$ cat config.mk
export PLATFORM = sky130hd
export DESIGN_NAME = ysyx_22050243_hazard_scoreboard_flat
export DESIGN_NICKNAME = d
export VERILOG_FILES = /design/src/rtl/ysyx_22050243_hazard_scoreboard_if.sv /design/src/rtl/ysyx_22050243_hazard_scoreboard.sv /design/src/flat_wrapper.sv
export SDC_FILE = /design/constraint.sdc
export NUM_CORES = 1
export LEC_CHECK = 0
export BUFFER_PORTS_ARGS = -buffer_cell sky130_fd_sc_hd__buf_2
export CAP_MARGIN = 20
export CELL_PAD_IN_SITES_DETAIL_PLACEMENT = 2
export CELL_PAD_IN_SITES_GLOBAL_PLACEMENT = 2
export CORE_ASPECT_RATIO = 0.5
export CORE_MARGIN = 2
export CORE_UTILIZATION = 36
export CTS_CLUSTER_DIAMETER = 60
export DETAILED_ROUTE_END_ITERATION = 16
export MAX_ROUTING_LAYER = met4
export PLACE_DENSITY_LB_ADDON = 0.1
export SLEW_MARGIN = 40
export SYNTH_ARGS = -nofsm -noshare
export SYNTH_HDL_FRONTEND = slang
export SYNTH_SLANG_ARGS = --single-unit
$ cat constraint.sdc
create_clock -name clk -period 4.7 [get_ports clk]
set_input_delay 0.94 -clock clk [delete_from_list [all_inputs] [get_ports clk]]
set_output_delay 0.94 -clock clk [all_outputs]
set_load 0.03 [all_outputs]
$ cat src/rtl/ysyx_22050243_hazard_scoreboard_if.sv
// Scoreboard bundle: ID issue, EX kill and WB completion inputs, plus the
// stall/status outputs returned to the pipeline.
interface ysyx_22050243_hazard_scoreboard_if #(
  parameter int unsigned GPR_ADDR_WIDTH  = 5,
  parameter int unsigned MAX_OUTSTANDING = 4
);
  localparam int unsigned CW = $clog2(MAX_OUTSTANDING + 1);

  logic                      id_valid;
  logic [GPR_ADDR_WIDTH-1:0] id_rs1;
  logic [GPR_ADDR_WIDTH-1:0] id_rs2;
  logic                      id_rs1_used;
  logic                      id_rs2_used;
  logic [GPR_ADDR_WIDTH-1:0] id_rd;
  logic                      id_rd_wen;
  logic                      id_long;
  logic                      id_issue;
  logic                      ex_kill;
  logic [GPR_ADDR_WIDTH-1:0] ex_kill_rd;
  logic                      ex_kill_long;
  logic                      wb_valid;
  logic [GPR_ADDR_WIDTH-1:0] wb_rd;
  logic                      wb_long;
  logic                      stall;
  logic [2:0]                stall_cause;
  logic [CW-1:0]             outstanding;
  logic                      err;

  modport master (
    output id_valid, id_rs1, id_rs2, id_rs1_used, id_rs2_used, id_rd,
           id_rd_wen, id_long, id_issue, ex_kill, ex_kill_rd, ex_kill_long,
           wb_valid, wb_rd, wb_long,
    input  stall, stall_cause, outstanding, err
  );

  modport slave (
    input  id_valid, id_rs1, id_rs2, id_rs1_used, id_rs2_used, id_rd,
           id_rd_wen, id_long, id_issue, ex_kill, ex_kill_rd, ex_kill_long,
           wb_valid, wb_rd, wb_long,
    output stall, stall_cause, outstanding, err
  );
endinterface

$ cat src/rtl/ysyx_22050243_hazard_scoreboard.sv
// Register scoreboard: pending bit per GPR plus an in-flight counter for
// long-latency producers; stalls ID on RAW, WAW or capacity hazards.
module ysyx_22050243_hazard_scoreboard #(
  parameter int unsigned GPR_ADDR_WIDTH  = 5,
  parameter int unsigned MAX_OUTSTANDING = 4,
  parameter bit          WB_BYPASS       = 1'b1
) (
  input  logic                               clk,
  input  logic                               rst,
  ysyx_22050243_hazard_scoreboard_if.slave   sb
);
  localparam int unsigned NREG = 2 ** GPR_ADDR_WIDTH;
  localparam int unsigned CW   = $clog2(MAX_OUTSTANDING + 1);
  localparam int unsigned EW   = CW + 2;

  logic [NREG-1:0] pending_q, pending_d;
  logic [CW-1:0]   cnt_q, cnt_d;
  logic            err_q, err_d;

  logic            set_en, clr_wb_en, clr_kill_en;
  logic [NREG-1:0] clr_wb_vec, clr_kill_vec, set_vec, eff;
  logic            raw, waw, full, stall;
  logic [EW-1:0]   inc_sum, dec_sum;
  logic            underflow, bad_target;

  // Decode update strobes and evaluate hazards against the effective pending set.
  always_comb begin
    set_en      = sb.id_issue & sb.id_long & sb.id_rd_wen & (sb.id_rd != '0);
    clr_wb_en   = sb.wb_valid & sb.wb_long & (sb.wb_rd != '0);
    clr_kill_en = sb.ex_kill & sb.ex_kill_long & (sb.ex_kill_rd != '0);

    set_vec      = set_en      ? (NREG'(1) << sb.id_rd)      : '0;
    clr_wb_vec   = clr_wb_en   ? (NREG'(1) << sb.wb_rd)      : '0;
    clr_kill_vec = clr_kill_en ? (NREG'(1) << sb.ex_kill_rd) : '0;

    // Only WB completions may bypass; kills and capacity always see registered state.
    eff = WB_BYPASS ? (pending_q & ~clr_wb_vec) : pending_q;

    raw   = sb.id_valid & ((sb.id_rs1_used & eff[sb.id_rs1]) |
                           (sb.id_rs2_used & eff[sb.id_rs2]));
    waw   = sb.id_valid & sb.id_rd_wen & eff[sb.id_rd];
    full  = sb.id_valid & sb.id_long & sb.id_rd_wen & (cnt_q == CW'(MAX_OUTSTANDING));
    stall = raw | waw | full;

    sb.stall       = stall;
    sb.stall_cause = {full, waw, raw};
    sb.outstanding = cnt_q;
    sb.err         = err_q;
  end

  // Next-state: apply clears then sets (set wins on the same index), net counter change.
  always_comb begin
    pending_d    = (pending_q & ~clr_wb_vec & ~clr_kill_vec) | set_vec;
    pending_d[0] = 1'b0;

    inc_sum   = EW'(cnt_q) + EW'(set_en);
    dec_sum   = EW'(clr_wb_en) + EW'(clr_kill_en);
    underflow = (inc_sum < dec_sum);
    cnt_d     = underflow ? '0 : CW'(inc_sum - dec_sum);

    // Two clears of one index in a cycle: the second one hits a non-pending entry.
    bad_target = (clr_wb_en & ~pending_q[sb.wb_rd]) |
                 (clr_kill_en & ~pending_q[sb.ex_kill_rd]) |
                 (clr_wb_en & clr_kill_en & (sb.wb_rd == sb.ex_kill_rd));

    err_d = err_q | bad_target | underflow | (sb.id_issue & stall);
  end

  // State registers with synchronous reset.
  always_ff @(posedge clk) begin
    if (rst) begin
      pending_q <= '0;
      cnt_q     <= '0;
      err_q     <= 1'b0;
    end else begin
      pending_q <= pending_d;
      cnt_q     <= cnt_d;
      err_q     <= err_d;
    end
  end
endmodule
$ cat src/flat_wrapper.sv
// flat-port wrapper written by rule: the top's interface ports become plain ports
module ysyx_22050243_hazard_scoreboard_flat 
#(
  parameter int unsigned GPR_ADDR_WIDTH  = 5,
  parameter int unsigned MAX_OUTSTANDING = 4,
  parameter bit          WB_BYPASS       = 1'b1
)
  (clk, rst, sb_id_valid, sb_id_rs1, sb_id_rs2, sb_id_rs1_used, sb_id_rs2_used, sb_id_rd, sb_id_rd_wen, sb_id_long, sb_id_issue, sb_ex_kill, sb_ex_kill_rd, sb_ex_kill_long, sb_wb_valid, sb_wb_rd, sb_wb_long, sb_stall, sb_stall_cause, sb_outstanding, sb_err);
  ysyx_22050243_hazard_scoreboard_if #(.GPR_ADDR_WIDTH(GPR_ADDR_WIDTH), .MAX_OUTSTANDING(MAX_OUTSTANDING)) sb_i ();
  input  logic clk;
  input  logic rst;
  input wire logic [$bits(sb_i.id_valid)-1:0] sb_id_valid;
  input wire logic [$bits(sb_i.id_rs1)-1:0] sb_id_rs1;
  input wire logic [$bits(sb_i.id_rs2)-1:0] sb_id_rs2;
  input wire logic [$bits(sb_i.id_rs1_used)-1:0] sb_id_rs1_used;
  input wire logic [$bits(sb_i.id_rs2_used)-1:0] sb_id_rs2_used;
  input wire logic [$bits(sb_i.id_rd)-1:0] sb_id_rd;
  input wire logic [$bits(sb_i.id_rd_wen)-1:0] sb_id_rd_wen;
  input wire logic [$bits(sb_i.id_long)-1:0] sb_id_long;
  input wire logic [$bits(sb_i.id_issue)-1:0] sb_id_issue;
  input wire logic [$bits(sb_i.ex_kill)-1:0] sb_ex_kill;
  input wire logic [$bits(sb_i.ex_kill_rd)-1:0] sb_ex_kill_rd;
  input wire logic [$bits(sb_i.ex_kill_long)-1:0] sb_ex_kill_long;
  input wire logic [$bits(sb_i.wb_valid)-1:0] sb_wb_valid;
  input wire logic [$bits(sb_i.wb_rd)-1:0] sb_wb_rd;
  input wire logic [$bits(sb_i.wb_long)-1:0] sb_wb_long;
  output wire logic [$bits(sb_i.stall)-1:0] sb_stall;
  output wire logic [$bits(sb_i.stall_cause)-1:0] sb_stall_cause;
  output wire logic [$bits(sb_i.outstanding)-1:0] sb_outstanding;
  output wire logic [$bits(sb_i.err)-1:0] sb_err;
  assign sb_i.id_valid = sb_id_valid;
  assign sb_i.id_rs1 = sb_id_rs1;
  assign sb_i.id_rs2 = sb_id_rs2;
  assign sb_i.id_rs1_used = sb_id_rs1_used;
  assign sb_i.id_rs2_used = sb_id_rs2_used;
  assign sb_i.id_rd = sb_id_rd;
  assign sb_i.id_rd_wen = sb_id_rd_wen;
  assign sb_i.id_long = sb_id_long;
  assign sb_i.id_issue = sb_id_issue;
  assign sb_i.ex_kill = sb_ex_kill;
  assign sb_i.ex_kill_rd = sb_ex_kill_rd;
  assign sb_i.ex_kill_long = sb_ex_kill_long;
  assign sb_i.wb_valid = sb_wb_valid;
  assign sb_i.wb_rd = sb_wb_rd;
  assign sb_i.wb_long = sb_wb_long;
  assign sb_stall = sb_i.stall;
  assign sb_stall_cause = sb_i.stall_cause;
  assign sb_outstanding = sb_i.outstanding;
  assign sb_err = sb_i.err;
  ysyx_22050243_hazard_scoreboard #(.GPR_ADDR_WIDTH(GPR_ADDR_WIDTH), .MAX_OUTSTANDING(MAX_OUTSTANDING), .WB_BYPASS(WB_BYPASS)) u_core (.clk(clk), .rst(rst), .sb(sb_i));
endmodule
=== Yosys cells after proc, flatten, opt, wreduce, memory -nomap -nowiden ===
Index checks and enable logic that the tools add are counted.

* Flip-flop bits (word level): 36
* Input port bits: 37
* Output and inout bits: 8
* Logic and storage cells: 70

* $add $sub $neg: 3
* Order comparisons: 6
* Equal/unequal tests: 2
* Shift-type cells: 3
* Mux-type cells: 13
* Bitwise operators: 35
* Reductions and logical operators: 4

{| class="wikitable"
|+ Operators with widths
! operator !! number
|-
| $mux W32 || 3
|-
| $shl A1 B5 Y32 const A || 3
|-
| $and A32 B32 Y32 || 2
|-
| $not A32 Y32 || 2
|-
| $or A32 B32 Y32 || 1
|-
| $lt A5 B6 Y1 const B || 5
|-
| $bmux W1 S5 || 5
|-
| $and A1 B1 Y1 || 20
|-
| $reduce_bool A5 Y1 || 3
|-
| $or A1 B1 Y1 || 8
|-
| $eq A5 B5 Y1 || 1
|-
| $mux W1 || 5
|-
| $add A3 B1 Y4 || 1
|-
| $lt A4 B2 Y1 || 1
|-
| $eq A3 B3 Y1 const B || 1
|-
| $sub A3 B3 Y3 || 1
|-
| $add A1 B1 Y2 || 1
|-
| $not A1 Y1 || 2
|-
| $reduce_or A2 Y1 || 1
|}

=== Longest topological paths before layout ===
* Depth after elaboration: 14
* Mapped depth: 14
* Depth with buffers taken out: 12

=== Worst setup path after synthesis ===
OpenSTA, ideal clock, no wires.

* Path kind: input -> output
* Start point: input sb_wb_rd[1]
* End point: output sb_stall
* Data arrival time: 2.936 ns
* Required time: 3.760 ns
* Slack: 0.824 ns
* Stages: 8
* Path buffers: 1
* Cells stage by stage: buf_2 > or2_4 > o31a_1 > and3b_1 > a2111oi_2 > o32a_1 > o32ai_2 > or3_1

* Cells in the longest elaborated chain, start to end: 12
* Elaborated cells between the ends (all ways): 19
* Those cells by class: shift (1); mux (7); bitwise (10); reduce/logical (1)

{| class="wikitable"
|+ RTL lines
! element !! RTL line !! source
|-
| from (decl) || flat_wrapper.sv:25 || <nowiki>input wire logic [$bits(sb_i.wb_rd)-1:0] sb_wb_rd;</nowiki>
|-
| $reduce_bool A5 Y1 || ysyx_22050243_hazard_scoreboard.sv:29 || <nowiki>clr_wb_en = sb.wb_valid & sb.wb_long & (sb.wb_rd != '0);</nowiki>
|-
| $and A1 B1 Y1 || ysyx_22050243_hazard_scoreboard.sv:29 ||
|-
| $mux W32 * || ysyx_22050243_hazard_scoreboard.sv:33 || <nowiki>clr_wb_vec = clr_wb_en ? (NREG'(1) << sb.wb_rd) : '0;</nowiki>
|-
| $not A32 Y32 * || ysyx_22050243_hazard_scoreboard.sv:37 || <nowiki>eff = WB_BYPASS ? (pending_q & ~clr_wb_vec) : pending_q;</nowiki>
|-
| $and A32 B32 Y32 * || ysyx_22050243_hazard_scoreboard.sv:37 ||
|-
| $bmux W1 S5 (on tied branches) || ysyx_22050243_hazard_scoreboard.sv:39, ysyx_22050243_hazard_scoreboard.sv:40 ||
|-
| $mux W1 (on tied branches) || ysyx_22050243_hazard_scoreboard.sv:39, ysyx_22050243_hazard_scoreboard.sv:40 ||
|-
| $and A1 B1 Y1 (on tied branches) || ysyx_22050243_hazard_scoreboard.sv:39, ysyx_22050243_hazard_scoreboard.sv:40 ||
|-
| $or A1 B1 Y1 * || ysyx_22050243_hazard_scoreboard.sv:39 || <nowiki>raw = sb.id_valid & ((sb.id_rs1_used & eff[sb.id_rs1]) |</nowiki>
|-
| $and A1 B1 Y1 * || ysyx_22050243_hazard_scoreboard.sv:39 ||
|-
| via u_core.raw || ysyx_22050243_hazard_scoreboard.sv:22 || <nowiki>logic raw, waw, full, stall;</nowiki>
|-
| $or A1 B1 Y1 * (2 in series) || ysyx_22050243_hazard_scoreboard.sv:43 || <nowiki>stall = raw | waw | full;</nowiki>
|-
| to (decl) || flat_wrapper.sv:27 || <nowiki>output wire logic [$bits(sb_i.stall)-1:0] sb_stall;</nowiki>
|}

The timed path passes the listed nets; every way through them passes the cells marked *. The select of a mux whose other input is x is not followed.

=== Worst setup path in the final report ===
* Start point: input sb_wb_rd[2]
* End point: output sb_stall

* Cells in the longest elaborated chain, start to end: 12
* Elaborated cells between the ends (all ways): 19
* Those cells by class: shift (1); mux (7); bitwise (10); reduce/logical (1)

{| class="wikitable"
|+ RTL lines
! element !! RTL line
|-
| $reduce_bool A5 Y1 || ysyx_22050243_hazard_scoreboard.sv:29
|-
| $and A1 B1 Y1 || ysyx_22050243_hazard_scoreboard.sv:29
|-
| $mux W32 * || ysyx_22050243_hazard_scoreboard.sv:33
|-
| $not A32 Y32 * || ysyx_22050243_hazard_scoreboard.sv:37
|-
| $and A32 B32 Y32 * || ysyx_22050243_hazard_scoreboard.sv:37
|-
| $bmux W1 S5 (on tied branches) || ysyx_22050243_hazard_scoreboard.sv:39, ysyx_22050243_hazard_scoreboard.sv:40
|-
| $mux W1 (on tied branches) || ysyx_22050243_hazard_scoreboard.sv:39, ysyx_22050243_hazard_scoreboard.sv:40
|-
| $and A1 B1 Y1 (on tied branches) || ysyx_22050243_hazard_scoreboard.sv:39, ysyx_22050243_hazard_scoreboard.sv:40
|-
| $or A1 B1 Y1 || ysyx_22050243_hazard_scoreboard.sv:39
|-
| $and A1 B1 Y1 || ysyx_22050243_hazard_scoreboard.sv:39
|-
| $or A1 B1 Y1 * (2 in series) || ysyx_22050243_hazard_scoreboard.sv:43
|}

Every way passes the cells marked *; elsewhere a longest branch is shown, timed or not. The select of a mux whose other input is x is not followed.

==> impl_metrics.tcl <==
set metrics [dict create \
    outcome "finished clean" \
    numCtsBuffers 5 \
    synthArstFlopShare_pct 0 \
    start_util_pct 37.1 \
    clock_latency_ns 0.28 \
    cts-root-buf "clkbuf_16" \
    antenna_left 0 \
    yosys_warnings 0 \
    drc 0 \
    hold_class "reg -> reg" \
    fin_nets 582 \
    dpl_worst_slack_ns 0.142 \
    report.final.slew_viol_count 0 \
    fin_skew_ns 0.00423 \
    grt_antenna_before_repair 0 \
    hold_viol 0 \
    num_antenna_cells 0 \
    cap_violations 0 \
    synth_cells 511 \
    io_buffers 44 \
    critPathCaptureType "output pin" \
    syn_area_um2 4090 \
    setup_violations 0 \
    synth_cell_types 79 \
    cp_max_fo 13 \
    rsz0062_at_grt "no" \
    start_kind "input pin" \
    routabilityCongestion 0.975 \
    num-fill-cells 1279 \
    syn_nets 553 \
    syn_area_per_cell_um2 8.00 \
    maxSlewHeadroom_pct 42.9 \
    swShare_pct 35.1 \
    drive_gt1_share_pct 23.7 \
    cts.clk_slew.worst_paths_ns 0.06 \
    grt.overflow.total 0 \
    cts_resized 0 \
    firstDrtPassIters 5 \
    synth_flop_cell "dfxtp_1" \
    period_share_pct 96.2 \
    ctsHoldBuffers 0 \
    core_um2 11000 \
    irDropWorstVdd_v 0.000114 \
    grt_pass1_wl_um 32500 \
    synth-seq-cells 35 \
    fp.dieArea_um2 12300 \
    pwr-share-seq_pct 31.6 \
    seqCellArea_um2 701 \
    postCtsSetupBuffers 0 \
    hpwl_um 16500 \
    cts_sinks 35 \
    setup_ws_ns 0.177 \
    die_h_um 79.4 \
    rows 27 \
    vias_per_cell 7.10 \
    multiInputGateArea_um2 3040 \
    p_switching_mw 0.352 \
    cts_tree "built" \
    synth_edf_count 0 \
    fp.dieW_um 155 \
    cts_buffer_depth 2 \
    tns_ns 0 \
    totalWireLength_um 22100 \
    worstMarginPinSlew_ns 0.848 \
    power_density_nw_per_um2 218 \
    vias 4866 \
    max_freq_ghz 0.221 \
    h-tree-depth 2 \
    internal_power_mw 0.650 \
    wl_per_cell_um 32.2 \
    dr.first_iter.drc_count 564 \
    yosysSeqAreaShare_pct 17.1 \
    clkPwrFrac_pct 38.3 \
    cp.required_ns 3.76 \
    grt_pass1_vias 4862 \
    track_usage_pct 37.3 \
    power.leakage_nw 1.66 \
    cp.arrival_ns 3.58 \
    areaGrowthSynthToFinish_pct 12.6 \
    r2r_setup_slack_ns 2.13 \
    period_needed_ns 4.52 \
    criticalPathCategory "in -> out" \
    grt_max_degree 36 \
    io-pin-count 45 \
    combPwrFrac_pct 30.1 \
]
final timing paths:
path,start,to,cells after the start
worst max register to register,u_core.sb.outstanding[0]$_SDFF_PP0_,u_core.sb.err$_SDFF_PP0_,10
worst min register to register,u_core.sb.outstanding[2]$_SDFF_PP0_,u_core.sb.outstanding[2]$_SDFF_PP0_,2
worst min-delay path,u_core.sb.outstanding[2]$_SDFF_PP0_,u_core.sb.outstanding[2]$_SDFF_PP0_,2
worst max-delay path,sb_wb_rd[2],sb_stall,9
cell type report:
type	count	share of cell area [%]
flip-flops and latches	35	15.2
well taps	145	3.94
multi-input cells	406	66.1
repair buffers	75	9.84
inverters	17	1.39
clock inverters	2	0.816
clock buffers	5	2.72
synth_stat cells (3+ instances only):
cell,number,area share (%)
buf_6,6,1.7
a311oi_1,4,0.86
and3_1,3,0.46
buf_1,5,0.46
and2_1,3,0.46
o21ai_0,15,1.8
o311ai_1,6,1.3
ha_1,4,1.2
or2_2,3,0.46
nand4_1,8,1.2
o311ai_0,10,2.1
a31oi_1,11,1.7
mux2i_1,12,2.9
nand2_1,36,3.3
o2111ai_1,4,0.86
xor2_1,6,1.3
mux4_2,17,9.4
o311a_1,3,0.73
dfxtp_1,35,17
and3b_1,4,0.86
xnor2_1,6,1.3
nor4_1,6,0.92
mux2_2,11,3.0
nor2_1,38,3.5
nand2b_1,12,1.8
o211ai_1,6,1.1
a211oi_1,4,0.73
buf_4,5,0.92
nor2b_1,9,1.4
o221ai_1,6,1.3
o31ai_2,3,0.92
o22ai_1,8,1.2
clkbuf_1,25,2.3
a21oi_1,50,6.1
nor3_1,18,2.2
a211o_1,3,0.64
buf_2,11,1.3
or3_1,3,0.46
nor3b_1,5,0.92
inv_1,17,1.6
o31ai_1,13,2.4
nand3_1,11,1.3
cell usage in the layout, fill, tap and decap left out, types with 12 or more instances in the layout:
master     n
a21oi_1   50
buf_2     44
nor2_1    38
nand2_1   36
dfxtp_1   35
buf_4     31
nor3_1    18
inv_1     17
mux4_2    17
o21ai_0   15
o31ai_1   12
nand2b_1  12
mux2i_1   12
critical path, cell delays in order:
cell and delay, ns:
buf_2 0.18, nand2b_1 0.41, o31ai_2 0.50, mux2i_1 0.18, o21a_1 0.21, o31ai_1 0.31
o32ai_2 0.25, or3_1 0.41, buf_2 0.18
state kept, by name, summed over array words and instances, names as in the netlist:
name and count:
u_core.sb.outstanding 3, u_core.pending_q 31, u_core.sb.err 1
logic make-up (layout without fill, tap and decap cells):
logic type / count (synthesis) / count (layout) / share of synthesized area [%]
XOR/XNOR: 12 / 12 / 2.57
AO/OA/AOI/OAI: 174 / 174 / 30.7
flip-flops: 35 / 35 / 17.1
multiplexers: 41 / 41 / 16.0
adder cells (fa/ha/maj): 5 / 5 / 1.71
AND/OR/NAND/NOR: 174 / 174 / 23.3
buffers and inverters: 70 / 99 / 8.60
layer usage:
layer  track usage (%)  part of all wire (%)
met1              49.6                    43
met2              52.8                    40
met3              14.3                    14
met4              10.0                   2.6
met5                 -                     0
power by group through the flow:
stage	clock network [mW]	logic, mW	registers (mW)
global placement	0	0.288	0.323
global route	0.403	0.319	0.317
detailed placement	0	0.292	0.323
floorplan	0	0.175	0.335
CTS	0.387	0.295	0.317
finish	0.384	0.301	0.317
stage by stage:
step / power (mW) / std cells / area [um^2] / hold slack [ns] / util, %
after floorplan: 0.510 / 511 / 4090 / 0.494 / -
after global placement: 0.611 / 678 / 4430 / 0.592 / 40.3
after detailed placement: 0.615 / 678 / 4430 / 0.610 / 40.3
after CTS: 0.999 / 685 / 4600 / 0.636 / 41.7
after global routing: 1.04 / 685 / 4600 / 0.650 / 41.8
final: 1.00 / 685 / 4600 / 0.627 / 41.8
No activity file was read; power rests on OpenSTA's default activity.
